## config.mk

```make
export PLATFORM = sky130hd
export DESIGN_NAME = serial_rx_sequencer_flat
export DESIGN_NICKNAME = d
export VERILOG_FILES = /design/src/rtl/serial_rx_sequencer_if.sv /design/src/rtl/serial_rx_sequencer.sv /design/src/flat_wrapper.sv
export SDC_FILE = /design/constraint.sdc
export NUM_CORES = 1
export LEC_CHECK = 0
export ABC_AREA = 1
export CAP_MARGIN = 20
export CELL_PAD_IN_SITES_DETAIL_PLACEMENT = 0
export CELL_PAD_IN_SITES_GLOBAL_PLACEMENT = 1
export CORE_MARGIN = 1.5
export CORE_UTILIZATION = 32
export DETAILED_ROUTE_END_ITERATION = 16
export GPL_ROUTABILITY_DRIVEN = 0
export GPL_TIMING_DRIVEN = 0
export HOLD_SLACK_MARGIN = 0.1
export PLACE_DENSITY_LB_ADDON = 0.3
export SLEW_MARGIN = 20
export SYNTH_ARGS = -nofsm -noshare
export SYNTH_HDL_FRONTEND = slang
export SYNTH_SLANG_ARGS = --single-unit
```

## constraint.sdc

```tcl
create_clock -name clk -period 1.25 [get_ports clk]
set_input_delay 0.1875 -clock clk [delete_from_list [all_inputs] [get_ports clk]]
set_output_delay 0.1875 -clock clk [all_outputs]
set_load 0.05 [all_outputs]
```

## src/rtl/serial_rx_sequencer_if.sv

```systemverilog
// Bundle between the serial receive sequencer and the address/data shift registers and port demux.
// master = sequencer side, slave = line driver / datapath side.
interface serial_rx_sequencer_if #(
  parameter int ADDR_W = 2
) ();
  logic                   ser_in;
  logic                   addr_sh_en;
  logic                   data_sh_en;
  logic [ADDR_W-1:0]      port_sel;
  logic [(2**ADDR_W)-1:0] port_valid;
  logic                   done;
  logic                   busy;
  logic                   frame_err;

  modport master (
    input  ser_in,
    output addr_sh_en, data_sh_en, port_sel, port_valid, done, busy, frame_err
  );

  modport slave (
    output ser_in,
    input  addr_sh_en, data_sh_en, port_sel, port_valid, done, busy, frame_err
  );
endinterface

```

## src/rtl/serial_rx_sequencer.sv

```systemverilog
// Serial frame receive controller: start detect, address capture, data shift enables, stop check.
// Define SERIAL_RX_PARITY_EN to add an even-parity bit between data and stop.
module serial_rx_sequencer #(
  parameter int ADDR_W = 2,
  parameter int DATA_W = 8
) (
  input  logic                   clk,
  input  logic                   rst,
  serial_rx_sequencer_if.master  bus
);
  localparam int NPORTS = 2**ADDR_W;
  localparam int MAXW   = (ADDR_W > DATA_W) ? ADDR_W : DATA_W;
  localparam int CNT_W  = $clog2(MAXW) + 1;

`ifdef SERIAL_RX_PARITY_EN
  typedef enum logic [2:0] {IDLE, ADDR, DATA, PAR, STOP, RESYNC} state_t;
`else
  typedef enum logic [2:0] {IDLE, ADDR, DATA, STOP, RESYNC} state_t;
`endif

  state_t              state;
  logic [CNT_W-1:0]    bitCnt;
  logic [ADDR_W-1:0]   portSel;
  logic [NPORTS-1:0]   portValid;
  logic                doneP;
  logic                frameErr;
  logic [ADDR_W:0]     selShift;
  logic [NPORTS-1:0]   selOneHot;
  logic                stopBad;
`ifdef SERIAL_RX_PARITY_EN
  logic                parAcc;
  logic                perr;
`endif

  assign selShift = {portSel, bus.ser_in};

  genvar gi;
  generate
    for (gi = 0; gi < NPORTS; gi++) begin : g_onehot
      assign selOneHot[gi] = (portSel == ADDR_W'(gi));
    end
  endgenerate

  // A frame is rejected on a low stop bit or a latched parity mismatch.
`ifdef SERIAL_RX_PARITY_EN
  assign stopBad = !bus.ser_in || perr;
`else
  assign stopBad = !bus.ser_in;
`endif

  always_ff @(negedge clk or negedge rst) begin
    if (!rst) begin
      state     <= IDLE;
      bitCnt    <= '0;
      portSel   <= '0;
      portValid <= '0;
      doneP     <= 1'b0;
      frameErr  <= 1'b0;
`ifdef SERIAL_RX_PARITY_EN
      parAcc    <= 1'b0;
      perr      <= 1'b0;
`endif
    end else begin
      doneP     <= 1'b0;
      frameErr  <= 1'b0;
      portValid <= '0;
      case (state)
        IDLE: begin
          bitCnt <= '0;
          if (!bus.ser_in) begin
            state <= ADDR;
`ifdef SERIAL_RX_PARITY_EN
            parAcc <= 1'b0;
            perr   <= 1'b0;
`endif
          end
        end
        ADDR: begin
          portSel <= selShift[ADDR_W-1:0];
`ifdef SERIAL_RX_PARITY_EN
          parAcc <= parAcc ^ bus.ser_in;
`endif
          if (bitCnt == CNT_W'(ADDR_W - 1)) begin
            state  <= DATA;
            bitCnt <= '0;
          end else begin
            bitCnt <= bitCnt + 1'b1;
          end
        end
        DATA: begin
`ifdef SERIAL_RX_PARITY_EN
          parAcc <= parAcc ^ bus.ser_in;
`endif
          if (bitCnt == CNT_W'(DATA_W - 1)) begin
`ifdef SERIAL_RX_PARITY_EN
            state <= PAR;
`else
            state <= STOP;
`endif
            bitCnt <= '0;
          end else begin
            bitCnt <= bitCnt + 1'b1;
          end
        end
`ifdef SERIAL_RX_PARITY_EN
        PAR: begin
          perr  <= bus.ser_in ^ parAcc;
          state <= STOP;
        end
`endif
        STOP: begin
          bitCnt <= '0;
          if (!stopBad) begin
            doneP     <= 1'b1;
            portValid <= selOneHot;
            state     <= IDLE;
          end else begin
            frameErr <= 1'b1;
            // A low stop bit may be a stuck line; wait for it to return high.
            state    <= bus.ser_in ? IDLE : RESYNC;
          end
        end
        RESYNC: begin
          bitCnt <= '0;
          if (bus.ser_in) state <= IDLE;
        end
        default: begin
          state  <= IDLE;
          bitCnt <= '0;
        end
      endcase
    end
  end

  assign bus.addr_sh_en = (state == ADDR);
  assign bus.data_sh_en = (state == DATA);
  assign bus.busy       = (state != IDLE);
  assign bus.port_sel   = portSel;
  assign bus.port_valid = portValid;
  assign bus.done       = doneP;
  assign bus.frame_err  = frameErr;
endmodule

```

## src/flat_wrapper.sv

```systemverilog
// flat-port wrapper written by rule: the top's interface ports become plain ports
module serial_rx_sequencer_flat 
#(
  parameter int ADDR_W = 2,
  parameter int DATA_W = 8
)
  (clk, rst, bus_ser_in, bus_addr_sh_en, bus_data_sh_en, bus_port_sel, bus_port_valid, bus_done, bus_busy, bus_frame_err);
  serial_rx_sequencer_if #(.ADDR_W(ADDR_W)) bus_i ();
  input  logic clk;
  input  logic rst;
  input wire logic [$bits(bus_i.ser_in)-1:0] bus_ser_in;
  output wire logic [$bits(bus_i.addr_sh_en)-1:0] bus_addr_sh_en;
  output wire logic [$bits(bus_i.data_sh_en)-1:0] bus_data_sh_en;
  output wire logic [$bits(bus_i.port_sel)-1:0] bus_port_sel;
  output wire logic [$bits(bus_i.port_valid)-1:0] bus_port_valid;
  output wire logic [$bits(bus_i.done)-1:0] bus_done;
  output wire logic [$bits(bus_i.busy)-1:0] bus_busy;
  output wire logic [$bits(bus_i.frame_err)-1:0] bus_frame_err;
  assign bus_i.ser_in = bus_ser_in;
  assign bus_addr_sh_en = bus_i.addr_sh_en;
  assign bus_data_sh_en = bus_i.data_sh_en;
  assign bus_port_sel = bus_i.port_sel;
  assign bus_port_valid = bus_i.port_valid;
  assign bus_done = bus_i.done;
  assign bus_busy = bus_i.busy;
  assign bus_frame_err = bus_i.frame_err;
  serial_rx_sequencer #(.ADDR_W(ADDR_W), .DATA_W(DATA_W)) u_core (.clk(clk), .rst(rst), .bus(bus_i));
endmodule
```

After elaboration in Yosys (flattened, before gate mapping):

Index checks and enable logic that the tools add are counted.

* flip-flop bits (word level): 15
* bits in latches: 0
* bits in writable memories: 0
* memory bits (read-only): 0
* bits of input ports: 3
* output and inout bits: 11
* logic and storage cells: 39
* memories kept: 0

* add/sub/neg operators: 1
* multiply operators: 0
* div/mod/pow operators: 0
* $lt $le $gt $ge: 0
* equal/unequal tests: 13
* shift-type cells: 0
* muxes and demuxes: 15
* bitwise operators: 0
* reduce and logical (&&, ||, !) cells: 4

Operators by type and width (number)
* two-way mux 4 bit: 4
* two-way mux 3 bit: 5
* case mux 3 bit (5 select lines): 1
* case mux 4 bit (2 select lines): 1
* equality test 3 x 2 -> 1 bit (second input constant): 2
* adder 4 x 1 -> 4 bit (second input constant): 1
* equality test 2 bit (second input constant): 2
* equality test 4 x 1 -> 1 bit (second input constant): 1
* equality test 4 x 3 -> 1 bit (second input constant): 1
* two-way mux 1 bit: 4
* inequality test 2 x 1 -> 1 bit (second input constant): 2
* inequality test 2 bit (second input constant): 2
* AND reduction 4 bit: 1
* equality test 3 x 1 -> 1 bit (second input constant): 1
* equality test 3 bit (second input constant): 1
* logical NOT 3 bit: 1
* nonzero test 3 bit: 1
* equality test 2 x 1 -> 1 bit (second input constant): 1
* logical NOT 2 bit: 1

Depth between registers and ports, before layout:

* depth after elaboration: 3
* mapped depth: 6
* depth with buffers taken out: 6

==> qor.txt <==
status - complete, but fails checks
failing checks - setup timing
largest vdd supply drop - 0.00179 V
grt total ovfl - 0
unrepaired setup endpoints after global routing - yes
Synth Flop Type - dfrtn_1
setup TNS - -5.52 ns
Relative slew margins - 0.567
CTS Buf Count - 3
Worst EP required - 1.06 ns
EDFF count, synth - 0
skew final - 0.00454 ns
placeable core area - 1940 um2
mapped cell area - 656 um2
die area - 2330 um2
Inserted Diodes - 0
Die Span Y - 48.3 um
top post-synthesis cells by area - dfrtn_1 (57%), nand2_1 (6.9%), inv_1 (4.0%)
Reg2Reg Depth - 7
number of port buffers - 13
clk_lat worst skew - 0.28 ns
Antenna Nets Post-Route - 0
detailed-route wire length per cell - 9.75 um
fin util - 0.528
share of layout cells above drive strength 1 - 0.490
drt pass-1 iters - 4
Netlist cell types - 18
first-pass GRT wire length - 1.78 mm
Root Buffer - clkbuf_4
area grow syn2layout - 56.3%
DRC Markers - 0
WP depth - 4
CP Launch Type - flip-flop
FP Rows - 16
CTS H-tree lvls - 1
slack of the critical path - -0.729 ns
hold path cells - 2
CP Cell Sequence - inv_2 -> nand2_2 -> nor2_4 -> buf_8
Top Ports - 14
Starting DRT DRC Count - 13
Final Hold Vio Count - 0
cell family with most CP delay - flip-flops
Chip Width - 48.3 um
final net count - 108
static leakage power - 0.530 nW
Syn Nets - 73
number of synthesized register bits - 15
Global Route Usage Sum - 0.115
Placement Cell Area - 826 um2
vias post-DR - 553
Finished Cell Area - 1020 um2
pre-CTS WS - -1.08 ns
clock sinks - 15
max-cap violations - 0
worst path bufs/invs - 2
Post-Synthesis Mean Instance Area - 9.64 um2
CTS Hold Bufs - 0
slowest CP cell - dfrtn_1
vias in the first global route - 437
PD cells - 2710 nW/um2
largest net degree at the start of global routing - 16
clock-pin slew on the worst setup and hold paths - 0.06 ns
endpoint class of the critical path - output pin
most area-hungry cell type in the Yosys netlist - dfrtn_1
CP max FO - 4
warnings from Yosys - 0
fillers - 183
buffer depth of the longest clock path - 2
synth cell count leaders - dfrtn_1 (15), nand2_1 (12), inv_1 (7), nand3_1 (5)
critical path's largest stage delay - 0.40 ns
Initial Util - 0.338
critical path arrival - 1.79 ns
CTS tree - yes
most numerous cell in the Yosys netlist - dfrtn_1
worst hold path class - reg -> reg
post-DR vias/cell - 4.29
Final Max Tran Viols - 0
WL final - 1.26 mm
antenna violations before repair - 0
asr flop ratio synth - 1.00
Cells after Synth - 68
area share of the leading cell type in the synthesized netlist - 0.573
HPWL Detailed - 801 um
CP Class - reg -> out
Final setup viols - 15
worst slew pin tran - 0.650 ns
register area share after synthesis - 0.573
WHS - 0.518 ns
## where the power goes
| part | total [W] | internal [W] | switching, W |
|---|---|---|---|
| sequential | 0.000745 | 0.000628 | 0.000118 |
| clock | 0.000270 | 0.000124 | 0.000147 |
| combinational | 0.00176 | 0.000798 | 0.000967 |
## per-stage QoR
step,cells,total power (W)
2_1_floorplan,68,0.00165
3_3_place_gp,108,0.00197
5_1_grt,129,0.00298
4_1_cts,118,0.00244
6_report,129,0.00278
3_5_place_dp,108,0.00197
## routing by layer
layer  track usage  share of wire  wire length, um
met3        0.0333          0.068               86
met1         0.131           0.43              537
met4        0.0811         0.0095               12
met2         0.184           0.49              620
met5             0              0                0
## cell type report
type	instances	area, um2	area share
Tap cell	27	33.8	0.0330
Timing Repair Buffer	30	280	0.274
Multi-Input combinational cell	43	267	0.260
Inverter	10	42.5	0.0415
Clock buffer	4	26.3	0.0256
Sequential cell	15	375	0.366
## cell families (layout without fill, tap and decap cells)
| logic type | count (synthesis) | in the layout | share of synthesized area |
|---|---|---|---|
| AND/OR/NAND/NOR | 36 | 36 | 0.281 |
| flip-flops | 15 | 15 | 0.573 |
| buffers and inverters | 10 | 44 | 0.0592 |
| AO/OA/AOI/OAI | 3 | 3 | 0.0229 |
| adder cells (fa/ha/maj) | 2 | 2 | 0.0382 |
| XOR/XNOR | 2 | 2 | 0.0267 |
## sequential cells by signal, summed over array words and instances, names as in the netlist
name and cells:
u_core.bitCnt 4, u_core.bus.port_valid 4, u_core.state 3, u_core.bus.port_sel 2, u_core.bus.done 1, u_core.bus.frame_err 1
## worst paths after layout
path                                  startpoint                      to  slack, ns
min in group asynchronous                    rst  u_core.bus.port_sel[1]       0.55
worst max register to register   u_core.state[1]         u_core.state[1]      -0.04
worst min register to register  u_core.bitCnt[0]        u_core.bitCnt[0]       0.52
worst max-delay path             u_core.state[2]          bus_addr_sh_en      -0.73
max in group asynchronous                    rst        u_core.bitCnt[0]       0.26
worst min-delay path            u_core.bitCnt[0]        u_core.bitCnt[0]       0.52
## repair_timing
| action | in CTS | in global routing |
|---|---|---|
| resized for setup | 83 | 9 |
| pin swaps | 0 | 5 |
| setup buffers | 6 | 11 |
| endpoints found under the setup margin | 39 | 16 |
## worst register-to-register path, cell delays in order (launching register included)
cell	delay, ns
dfrtn_1	0.52
buf_4	0.15
buf_4	0.10
inv_2	0.04
nand3_1	0.14
nand2_1	0.07
nand4_1	0.09
nand2_1	0.05
## layout by cell type (no fill, tap or decap)
master / instances
buf_4: 16
dfrtn_1: 15
nand2_1: 10
buf_6: 9
inv_1: 6
nor2_2: 5
nand3_1: 5
nand2_2: 4
nor3_1: 4
inv_2: 3
clkbuf_4: 3
buf_8: 3
nor2_4: 2
nand2_4: 2
o21ai_0: 2
nand4_1: 2
ha_1: 2
clkinv_4: 1
nor2_1: 1
and2_4: 1
xor2_1: 1
xnor2_1: 1
a21oi_1: 1
clkbuf_1: 1
clkbuf_2: 1
dlygate4sd2_1: 1
Note: power is estimated with default switching activity, not from simulation.
